File: src/rtl/id_ex_stage_pkg.sv
// Shared types and constants for the ID/EX pipeline register slice.
// Latency: n/a (types, constants and decode helpers only).
// Backpressure: n/a.
package id_ex_stage_pkg;

    // Major opcodes for the instruction classes the decoder emits.
    localparam logic [6:0] OPC_LOAD   = 7'b0000011;
    localparam logic [6:0] OPC_STORE  = 7'b0100011;
    localparam logic [6:0] OPC_ITYPE  = 7'b0010011;
    localparam logic [6:0] OPC_RTYPE  = 7'b0110011;
    localparam logic [6:0] OPC_BRANCH = 7'b1100011;
    localparam logic [6:0] OPC_JAL    = 7'b1101111;

    // ALUOp encodings carried in the alu_op field of the control bundle.
    localparam logic [1:0] ALU_OP_ADD    = 2'b00;
    localparam logic [1:0] ALU_OP_SUB    = 2'b01;
    localparam logic [1:0] ALU_OP_R_TYPE = 2'b10;

    // Bit offsets of each field inside the flat 11-bit control bundle.
    localparam int CTRL_W           = 11;
    localparam int CTRL_ALU_OP_LSB  = 9;
    localparam int CTRL_REG_DST     = 8;
    localparam int CTRL_BRANCH      = 7;
    localparam int CTRL_MEM_READ    = 6;
    localparam int CTRL_MEM_2_REG   = 5;
    localparam int CTRL_MEM_WRITE   = 4;
    localparam int CTRL_ALU_SRC     = 3;
    localparam int CTRL_REG_WRITE   = 2;
    localparam int CTRL_JUMP        = 1;
    localparam int CTRL_PAD         = 0;

    // Decoded control bundle, MSB first, matching the offsets above.
    typedef struct packed {
        logic [1:0] alu_op;
        logic       reg_dst;
        logic       branch;
        logic       mem_read;
        logic       mem_2_reg;
        logic       mem_write;
        logic       alu_src;
        logic       reg_write;
        logic       jump;
        logic       pad;
    } ctrl_t;

    // True when the bundle describes a load (result arrives a stage late).
    function automatic logic ctrl_is_load(input ctrl_t c);
        return c.mem_read;
    endfunction

endpackage

File: src/rtl/id_ex_stage_if.sv
// ID-side inputs and EX-side registered copies of one instruction slot.
// Latency: n/a (wiring only).
// Backpressure: stall travels back to the ID side on the same bundle.
interface id_ex_stage_if
    import id_ex_stage_pkg::*;
#(
    parameter int DATA_W    = 64,
    parameter int REG_IDX_W = 5
);
    logic                 id_valid;
    ctrl_t                id_ctrl;
    logic [DATA_W-1:0]    id_rs1_data;
    logic [DATA_W-1:0]    id_rs2_data;
    logic [DATA_W-1:0]    id_imm;
    logic [DATA_W-1:0]    id_pc;
    logic [REG_IDX_W-1:0] id_rs1;
    logic [REG_IDX_W-1:0] id_rs2;
    logic [REG_IDX_W-1:0] id_rd;
    logic [3:0]           id_func;

    logic                 ex_valid;
    ctrl_t                ex_ctrl;
    logic [DATA_W-1:0]    ex_rs1_data;
    logic [DATA_W-1:0]    ex_rs2_data;
    logic [DATA_W-1:0]    ex_imm;
    logic [DATA_W-1:0]    ex_pc;
    logic [REG_IDX_W-1:0] ex_rs1;
    logic [REG_IDX_W-1:0] ex_rs2;
    logic [REG_IDX_W-1:0] ex_rd;
    logic [3:0]           ex_func;

    logic                 stall;

    // Decode side: presents the ID instruction, observes EX and stall.
    modport master (
        output id_valid, id_ctrl, id_rs1_data, id_rs2_data, id_imm, id_pc,
               id_rs1, id_rs2, id_rd, id_func,
        input  ex_valid, ex_ctrl, ex_rs1_data, ex_rs2_data, ex_imm, ex_pc,
               ex_rs1, ex_rs2, ex_rd, ex_func, stall
    );

    // Pipeline register: samples ID, drives EX and the stall request.
    modport slave (
        input  id_valid, id_ctrl, id_rs1_data, id_rs2_data, id_imm, id_pc,
               id_rs1, id_rs2, id_rd, id_func,
        output ex_valid, ex_ctrl, ex_rs1_data, ex_rs2_data, ex_imm, ex_pc,
               ex_rs1, ex_rs2, ex_rd, ex_func, stall
    );

endinterface

File: src/rtl/id_ex_stage_hazard_detect.sv
// Load-use hazard detector between the EX-stage load and the ID-stage consumer.
// Latency: purely combinational, zero cycles.
// Backpressure: none; result feeds the stall request.
module hazard_detect #(
    parameter int REG_IDX_W = 5
) (
    input  logic                 id_valid,
    input  logic [REG_IDX_W-1:0] id_rs1,
    input  logic [REG_IDX_W-1:0] id_rs2,
    input  logic                 ex_valid,
    input  logic                 ex_mem_read,
    input  logic [REG_IDX_W-1:0] ex_rd,
    output logic                 hazard
);

    logic rd_nonzero;
    logic rd_match;

    // x0 never carries a real result, so a load into it cannot cause a hazard.
    always_comb begin
        rd_nonzero = (ex_rd != '0);
        rd_match   = (ex_rd == id_rs1) || (ex_rd == id_rs2);
        hazard     = id_valid && ex_valid && ex_mem_read && rd_nonzero && rd_match;
    end

endmodule

File: src/rtl/id_ex_stage.sv
// ID/EX pipeline register with load-use bubble insertion and flush kill.
// Latency: one cycle from id_* to ex_*; stall is combinational from state.
// Backpressure: stall freezes PC and IF/ID; en=0 freezes everything here.
// Optional perf counters (stall_cnt, flush_cnt) built when ID_EX_PERF_CNT_EN is defined.
module id_ex_stage
    import id_ex_stage_pkg::*;
#(
    parameter int DATA_W    = 64,
    parameter int REG_IDX_W = 5,
    parameter int CNT_W     = 32
) (
    input  logic             clk,
    input  logic             arst_n,
    input  logic             en,
    input  logic             flush,
    id_ex_stage_if.slave     bus
`ifdef ID_EX_PERF_CNT_EN
    ,
    output logic [CNT_W-1:0] stall_cnt,
    output logic [CNT_W-1:0] flush_cnt
`endif
);

    logic                 hazard;
    logic                 stall;

    logic                 valid_q;
    ctrl_t                ctrl_q;
    logic [DATA_W-1:0]    rs1_data_q;
    logic [DATA_W-1:0]    rs2_data_q;
    logic [DATA_W-1:0]    imm_q;
    logic [DATA_W-1:0]    pc_q;
    logic [REG_IDX_W-1:0] rs1_q;
    logic [REG_IDX_W-1:0] rs2_q;
    logic [REG_IDX_W-1:0] rd_q;
    logic [3:0]           func_q;

    hazard_detect #(
        .REG_IDX_W (REG_IDX_W)
    ) u_hazard_detect (
        .id_valid    (bus.id_valid),
        .id_rs1      (bus.id_rs1),
        .id_rs2      (bus.id_rs2),
        .ex_valid    (valid_q),
        .ex_mem_read (ctrl_is_load(ctrl_q)),
        .ex_rd       (rd_q),
        .hazard      (hazard)
    );

    // A taken branch kills the consumer anyway, so it must not also freeze the front end.
    assign stall = hazard && !flush;

    // Flush and hazard both inject a bubble; data fields keep their old value
    // since ctrl=0 already makes the slot inert downstream.
    always_ff @(posedge clk or negedge arst_n) begin
        if (!arst_n) begin
            valid_q    <= 1'b0;
            ctrl_q     <= '0;
            rs1_data_q <= '0;
            rs2_data_q <= '0;
            imm_q      <= '0;
            pc_q       <= '0;
            rs1_q      <= '0;
            rs2_q      <= '0;
            rd_q       <= '0;
            func_q     <= '0;
        end else if (en) begin
            if (flush || hazard) begin
                valid_q <= 1'b0;
                ctrl_q  <= '0;
            end else begin
                valid_q    <= bus.id_valid;
                ctrl_q     <= bus.id_valid ? bus.id_ctrl : '0;
                rs1_data_q <= bus.id_rs1_data;
                rs2_data_q <= bus.id_rs2_data;
                imm_q      <= bus.id_imm;
                pc_q       <= bus.id_pc;
                rs1_q      <= bus.id_rs1;
                rs2_q      <= bus.id_rs2;
                rd_q       <= bus.id_rd;
                func_q     <= bus.id_func;
            end
        end
    end

`ifdef ID_EX_PERF_CNT_EN
    logic [CNT_W-1:0] stall_cnt_q;
    logic [CNT_W-1:0] flush_cnt_q;

    // Event counters; wrap naturally at 2^CNT_W. Only real kills count as flushes.
    always_ff @(posedge clk or negedge arst_n) begin
        if (!arst_n) begin
            stall_cnt_q <= '0;
            flush_cnt_q <= '0;
        end else if (en) begin
            if (stall) begin
                stall_cnt_q <= stall_cnt_q + 1'b1;
            end
            if (flush && bus.id_valid) begin
                flush_cnt_q <= flush_cnt_q + 1'b1;
            end
        end
    end

    assign stall_cnt = stall_cnt_q;
    assign flush_cnt = flush_cnt_q;
`endif

    assign bus.stall       = stall;
    assign bus.ex_valid    = valid_q;
    assign bus.ex_ctrl     = ctrl_q;
    assign bus.ex_rs1_data = rs1_data_q;
    assign bus.ex_rs2_data = rs2_data_q;
    assign bus.ex_imm      = imm_q;
    assign bus.ex_pc       = pc_q;
    assign bus.ex_rs1      = rs1_q;
    assign bus.ex_rs2      = rs2_q;
    assign bus.ex_rd       = rd_q;
    assign bus.ex_func     = func_q;

endmodule

File: src/flat_wrapper.sv
// flat-port wrapper written by rule: the top's interface ports become plain ports
module id_ex_stage_flat import id_ex_stage_pkg::*;
#(
    parameter int DATA_W    = 64,
    parameter int REG_IDX_W = 5,
    parameter int CNT_W     = 32
)
  (clk, arst_n, en, flush, bus_id_valid, bus_id_ctrl, bus_id_rs1_data, bus_id_rs2_data, bus_id_imm, bus_id_pc, bus_id_rs1, bus_id_rs2, bus_id_rd, bus_id_func, bus_ex_valid, bus_ex_ctrl, bus_ex_rs1_data, bus_ex_rs2_data, bus_ex_imm, bus_ex_pc, bus_ex_rs1, bus_ex_rs2, bus_ex_rd, bus_ex_func, bus_stall);
  id_ex_stage_if #(.DATA_W(DATA_W), .REG_IDX_W(REG_IDX_W)) bus_i ();
  input  logic clk;
  input  logic arst_n;
  input  logic en;
  input  logic flush;
  input wire logic [$bits(bus_i.id_valid)-1:0] bus_id_valid;
  input wire logic [$bits(bus_i.id_ctrl)-1:0] bus_id_ctrl;
  input wire logic [$bits(bus_i.id_rs1_data)-1:0] bus_id_rs1_data;
  input wire logic [$bits(bus_i.id_rs2_data)-1:0] bus_id_rs2_data;
  input wire logic [$bits(bus_i.id_imm)-1:0] bus_id_imm;
  input wire logic [$bits(bus_i.id_pc)-1:0] bus_id_pc;
  input wire logic [$bits(bus_i.id_rs1)-1:0] bus_id_rs1;
  input wire logic [$bits(bus_i.id_rs2)-1:0] bus_id_rs2;
  input wire logic [$bits(bus_i.id_rd)-1:0] bus_id_rd;
  input wire logic [$bits(bus_i.id_func)-1:0] bus_id_func;
  output wire logic [$bits(bus_i.ex_valid)-1:0] bus_ex_valid;
  output wire logic [$bits(bus_i.ex_ctrl)-1:0] bus_ex_ctrl;
  output wire logic [$bits(bus_i.ex_rs1_data)-1:0] bus_ex_rs1_data;
  output wire logic [$bits(bus_i.ex_rs2_data)-1:0] bus_ex_rs2_data;
  output wire logic [$bits(bus_i.ex_imm)-1:0] bus_ex_imm;
  output wire logic [$bits(bus_i.ex_pc)-1:0] bus_ex_pc;
  output wire logic [$bits(bus_i.ex_rs1)-1:0] bus_ex_rs1;
  output wire logic [$bits(bus_i.ex_rs2)-1:0] bus_ex_rs2;
  output wire logic [$bits(bus_i.ex_rd)-1:0] bus_ex_rd;
  output wire logic [$bits(bus_i.ex_func)-1:0] bus_ex_func;
  output wire logic [$bits(bus_i.stall)-1:0] bus_stall;
  assign bus_i.id_valid = bus_id_valid;
  assign bus_i.id_ctrl = bus_id_ctrl;
  assign bus_i.id_rs1_data = bus_id_rs1_data;
  assign bus_i.id_rs2_data = bus_id_rs2_data;
  assign bus_i.id_imm = bus_id_imm;
  assign bus_i.id_pc = bus_id_pc;
  assign bus_i.id_rs1 = bus_id_rs1;
  assign bus_i.id_rs2 = bus_id_rs2;
  assign bus_i.id_rd = bus_id_rd;
  assign bus_i.id_func = bus_id_func;
  assign bus_ex_valid = bus_i.ex_valid;
  assign bus_ex_ctrl = bus_i.ex_ctrl;
  assign bus_ex_rs1_data = bus_i.ex_rs1_data;
  assign bus_ex_rs2_data = bus_i.ex_rs2_data;
  assign bus_ex_imm = bus_i.ex_imm;
  assign bus_ex_pc = bus_i.ex_pc;
  assign bus_ex_rs1 = bus_i.ex_rs1;
  assign bus_ex_rs2 = bus_i.ex_rs2;
  assign bus_ex_rd = bus_i.ex_rd;
  assign bus_ex_func = bus_i.ex_func;
  assign bus_stall = bus_i.stall;
  id_ex_stage #(.DATA_W(DATA_W), .REG_IDX_W(REG_IDX_W), .CNT_W(CNT_W)) u_core (.clk(clk), .arst_n(arst_n), .en(en), .flush(flush), .bus(bus_i));
endmodule
File: config.mk
export PLATFORM = sky130hd
export DESIGN_NAME = id_ex_stage_flat
export DESIGN_NICKNAME = d
export VERILOG_FILES = /design/src/rtl/id_ex_stage_pkg.sv /design/src/rtl/id_ex_stage_if.sv /design/src/rtl/id_ex_stage_hazard_detect.sv /design/src/rtl/id_ex_stage.sv /design/src/flat_wrapper.sv
export SDC_FILE = /design/constraint.sdc
export NUM_CORES = 1
export LEC_CHECK = 0
export BUFFER_PORTS_ARGS = -buffer_cell sky130_fd_sc_hd__buf_2
export CAP_MARGIN = 20
export CORE_ASPECT_RATIO = 0.6
export CORE_UTILIZATION = 24
export CTS_CLUSTER_DIAMETER = 100
export CTS_CLUSTER_SIZE = 10
export DETAILED_ROUTE_END_ITERATION = 12
export PLACE_DENSITY_LB_ADDON = 0.05
export SYNTH_ARGS = -nofsm -noshare
export SYNTH_HDL_FRONTEND = slang
export SYNTH_SLANG_ARGS = --single-unit
File: constraint.sdc
create_clock -name clk -period 3.7 [get_ports clk]
set_input_delay 0.74 -clock clk [delete_from_list [all_inputs] [get_ports clk]]
set_output_delay 0.74 -clock clk [all_outputs]
set_load 0.01 [all_outputs]
==> run_results.csv <==
group,metric,value,unit
drt,vias,7437,
critical_path,worstPathArrival,1960,ps
clock_tree,cts.sink_count,287,
pwr,power,8330,uW
layout,layout.cells.non_filler,1812,
clock_tree,cts_setup_buffers,0,
placed_design,placedInstanceArea,14400,um2
critical_path,cp_max_fo,5,
drt,via_per_inst,4.10,
synthesis,synth_area_per_cell,17.1,um2
die,start_util,24.6,%
sta,hold_viol,0,
global_routing,antenna_found_initial,8,
global_routing,grt_max_degree,84,
layout,area_growth,41.9,%
clock_tree,clock_path_buffers,3,
pwr,powerDensity,544,nW/um2
pwr,p_leak,0.00741,uW
die,die_h,166,um
die,rows,59,
global_routing,track_usage,14.9,%
sta,finalClockSkew,13.6,ps
drt,routedWlPerCell,19.0,um
drt,drt_iter0_drc,231,
synthesis,post_synth_num_cell_types,17,
critical_path,crit_required,2960,ps
clock_tree,insertion_delay,510,ps
critical_path,worstRegToRegCells,7,
sta,worst_slew_pin_slew,631,ps
layout,final_cell_mix,"577 x buf_2, 287 x dfrtp_1, 210 x mux2_1, 65 x mux2_2, 37 x clkbuf_16",
min_path,hold_class,"in -> async",
die,ios,579,
synthesis,netlist_area,10800,um2
die,core_area,43800,um2
placed_design,io_buffers,578,
sta,finalSetupTns,0,ps
placed_design,dp_cells,1768,
synthesis,synth_top_cell_area_share,66.6,%
status,status,"finished, final reports clean",
layout,final_common_cell,"buf_2",
global_routing,grt_overflow,0,
die,dieArea,45800,um2
clock_tree,cts_inserted_buffers,34,
layout,ff_latch_area,7180,um2
global_routing,first_global_vias,7868,
placed_design,globalplace.congestion,0.782,
drt,wl,34500,um
sta,fin_crit,2700,ps
critical_path,timing.rr.end,"u_core.bus.ex_pc[8]",
critical_path,r2r_start,"u_core.bus.ex_rd[2]",
sta,drv_slew,0,
sta,fin_ws,1000,ps
die,die-width,276,um
critical_path,critPathKind,"reg -> out",
placed_design,dpl.hpwl,25800,um
clock_tree,htreeDepth,2,
synthesis,yosysTopAreaCell,"dfrtp_1",
layout,fillers,4446,
synthesis,synthTopCellsByArea,"dfrtp_1 67%, mux2_1 22%, mux2_2 6.8%, buf_4 1.7%, a32o_1 1.0%",
clock_tree,cts.clk_slew.worst_paths,60,ps
global_routing,grt_pass1_wl,51400,um
drt,route.detailed.drc,0,
sta,slew_headroom,58.0,%
placed_design,pre_cts_ws,991,ps
layout,fin_area,15300,um2
critical_path,reg2reg_slack,1290,ps
clock_tree,cts_resized,0,
sta,max_clock_freq,371,MHz
drt,drt_pre_antenna_iters,3,
critical_path,cp-end-kind,"primary output",
sta,setup_viol,0,
synthesis,syn_nets,922,
layout,multi_input_area,3370,um2
flow_run,cap_violations,0,
layout,nNetsFinal,1516,
critical_path,crit_end,"bus_stall",
synthesis,seq_area_frac_synth,66.6,%
critical_path,startpoint,"u_core.bus.ex_rd[1]",
sta,rsz0062_at_grt,"no",
synthesis,synth_warnings,0,
synthesis,synthCells,631,
sta,fin_crit_sh,72.9,%
clock_tree,root_buffer,"clkbuf_16",
synthesis,ys_ff_latch,287,
critical_path,start_kind,"flip-flop",
clock_tree,cts_tree,"yes",
drt,ant_nets,0,
layout,drive_gt1_share,56.7,%
clock_tree,ctsHoldBuffers,0,
pwr,vdd_ir_drop_max,0.282,mV
worst min-delay path by stage:
stage	end	cells past startpoint	slack, ps
floorplan	u_core.bus.ex_ctrl[0]	0	440
global placement	u_core.bus.ex_imm[45]	1	460
detailed placement	u_core.bus.ex_pc[32]	1	470
CTS	u_core.bus.ex_pc[42]	1	220
global route	u_core.bus.ex_pc[44]	1	210
finish	u_core.bus.ex_pc[44]	1	170
routing by layer:
layer / vias up / wire length [um] / global-route usage, %
li1: 3415 / - / -
met4: 4 / 930 / 4.83
met3: 64 / 2390 / 4.58
met5: - / 27 / 0
met2: 252 / 18000 / 26.3
met1: 3702 / 13200 / 16.9
worst max-delay path, cell delays in order, from the launching register on:
cell and delay [ps]:
dfrtp_1 470, xnor2_1 220, nand3_1 90, o22ai_1 330
nand2_1 90, nor2_1 100, buf_2 150
state kept, by name (all words and copies together) (netlist names):
name and cells:
u_core.bus.ex_ctrl 11, u_core.bus.ex_valid 1, u_core.bus.ex_imm 64, u_core.bus.ex_rs1_data 64, u_core.bus.ex_rs2_data 64, u_core.bus.ex_pc 64
u_core.bus.ex_func 4, u_core.bus.ex_rs1 5, u_core.bus.ex_rs2 5, u_core.bus.ex_rd 5
Yosys cell counts (all sizes together):
library cell	n
dfrtp	287
mux2	275
buf	32
a32o	11
xnor2	10
nand2	3
nand3	3
clkbuf	2
nor2	2
a211oi	1
a21oi	1
a22o	1
inv	1
nor3	1
o22ai	1
cells by family (layout without fill, tap and decap cells):
kind of cell	Yosys count	in the layout	synth area share, %
AO/OA/AOI/OAI	15	15	1.39
flip-flops	287	287	66.6
buffers and inverters	35	631	2.17
multiplexers	275	275	28.7
other	0	6	0
AND/OR/NAND/NOR	9	9	0.359
XOR/XNOR	10	10	0.812
report_power, final:
group,internal (uW),switching (uW),total (uW)
Clock,1750,1270,3020
Combinational,732,782,1510
Sequential,3590,208,3800
stage by stage:
| step | hold WS (ps) | utilization [%] |
|---|---|---|
| global route | 208 | 34.9 |
| floorplan | 444 | - |
| finish | 174 | 34.9 |
| detailed placement | 469 | 32.8 |
| CTS | 217 | 34.9 |
| global placement | 462 | 32.8 |
cell type report:
| class | instances | share of cell area [%] |
|---|---|---|
| antenna | 6 | 0.0981 |
| clock buffer | 37 | 6.05 |
| clock inverter | 1 | 0.0327 |
| tap | 579 | 4.73 |
| sequential | 287 | 46.9 |
| inverter | 1 | 0.0245 |
| timing repair buffer | 592 | 20.1 |
| multi-input combinational | 309 | 22.0 |
Note: power is estimated with default switching activity, not from simulation.
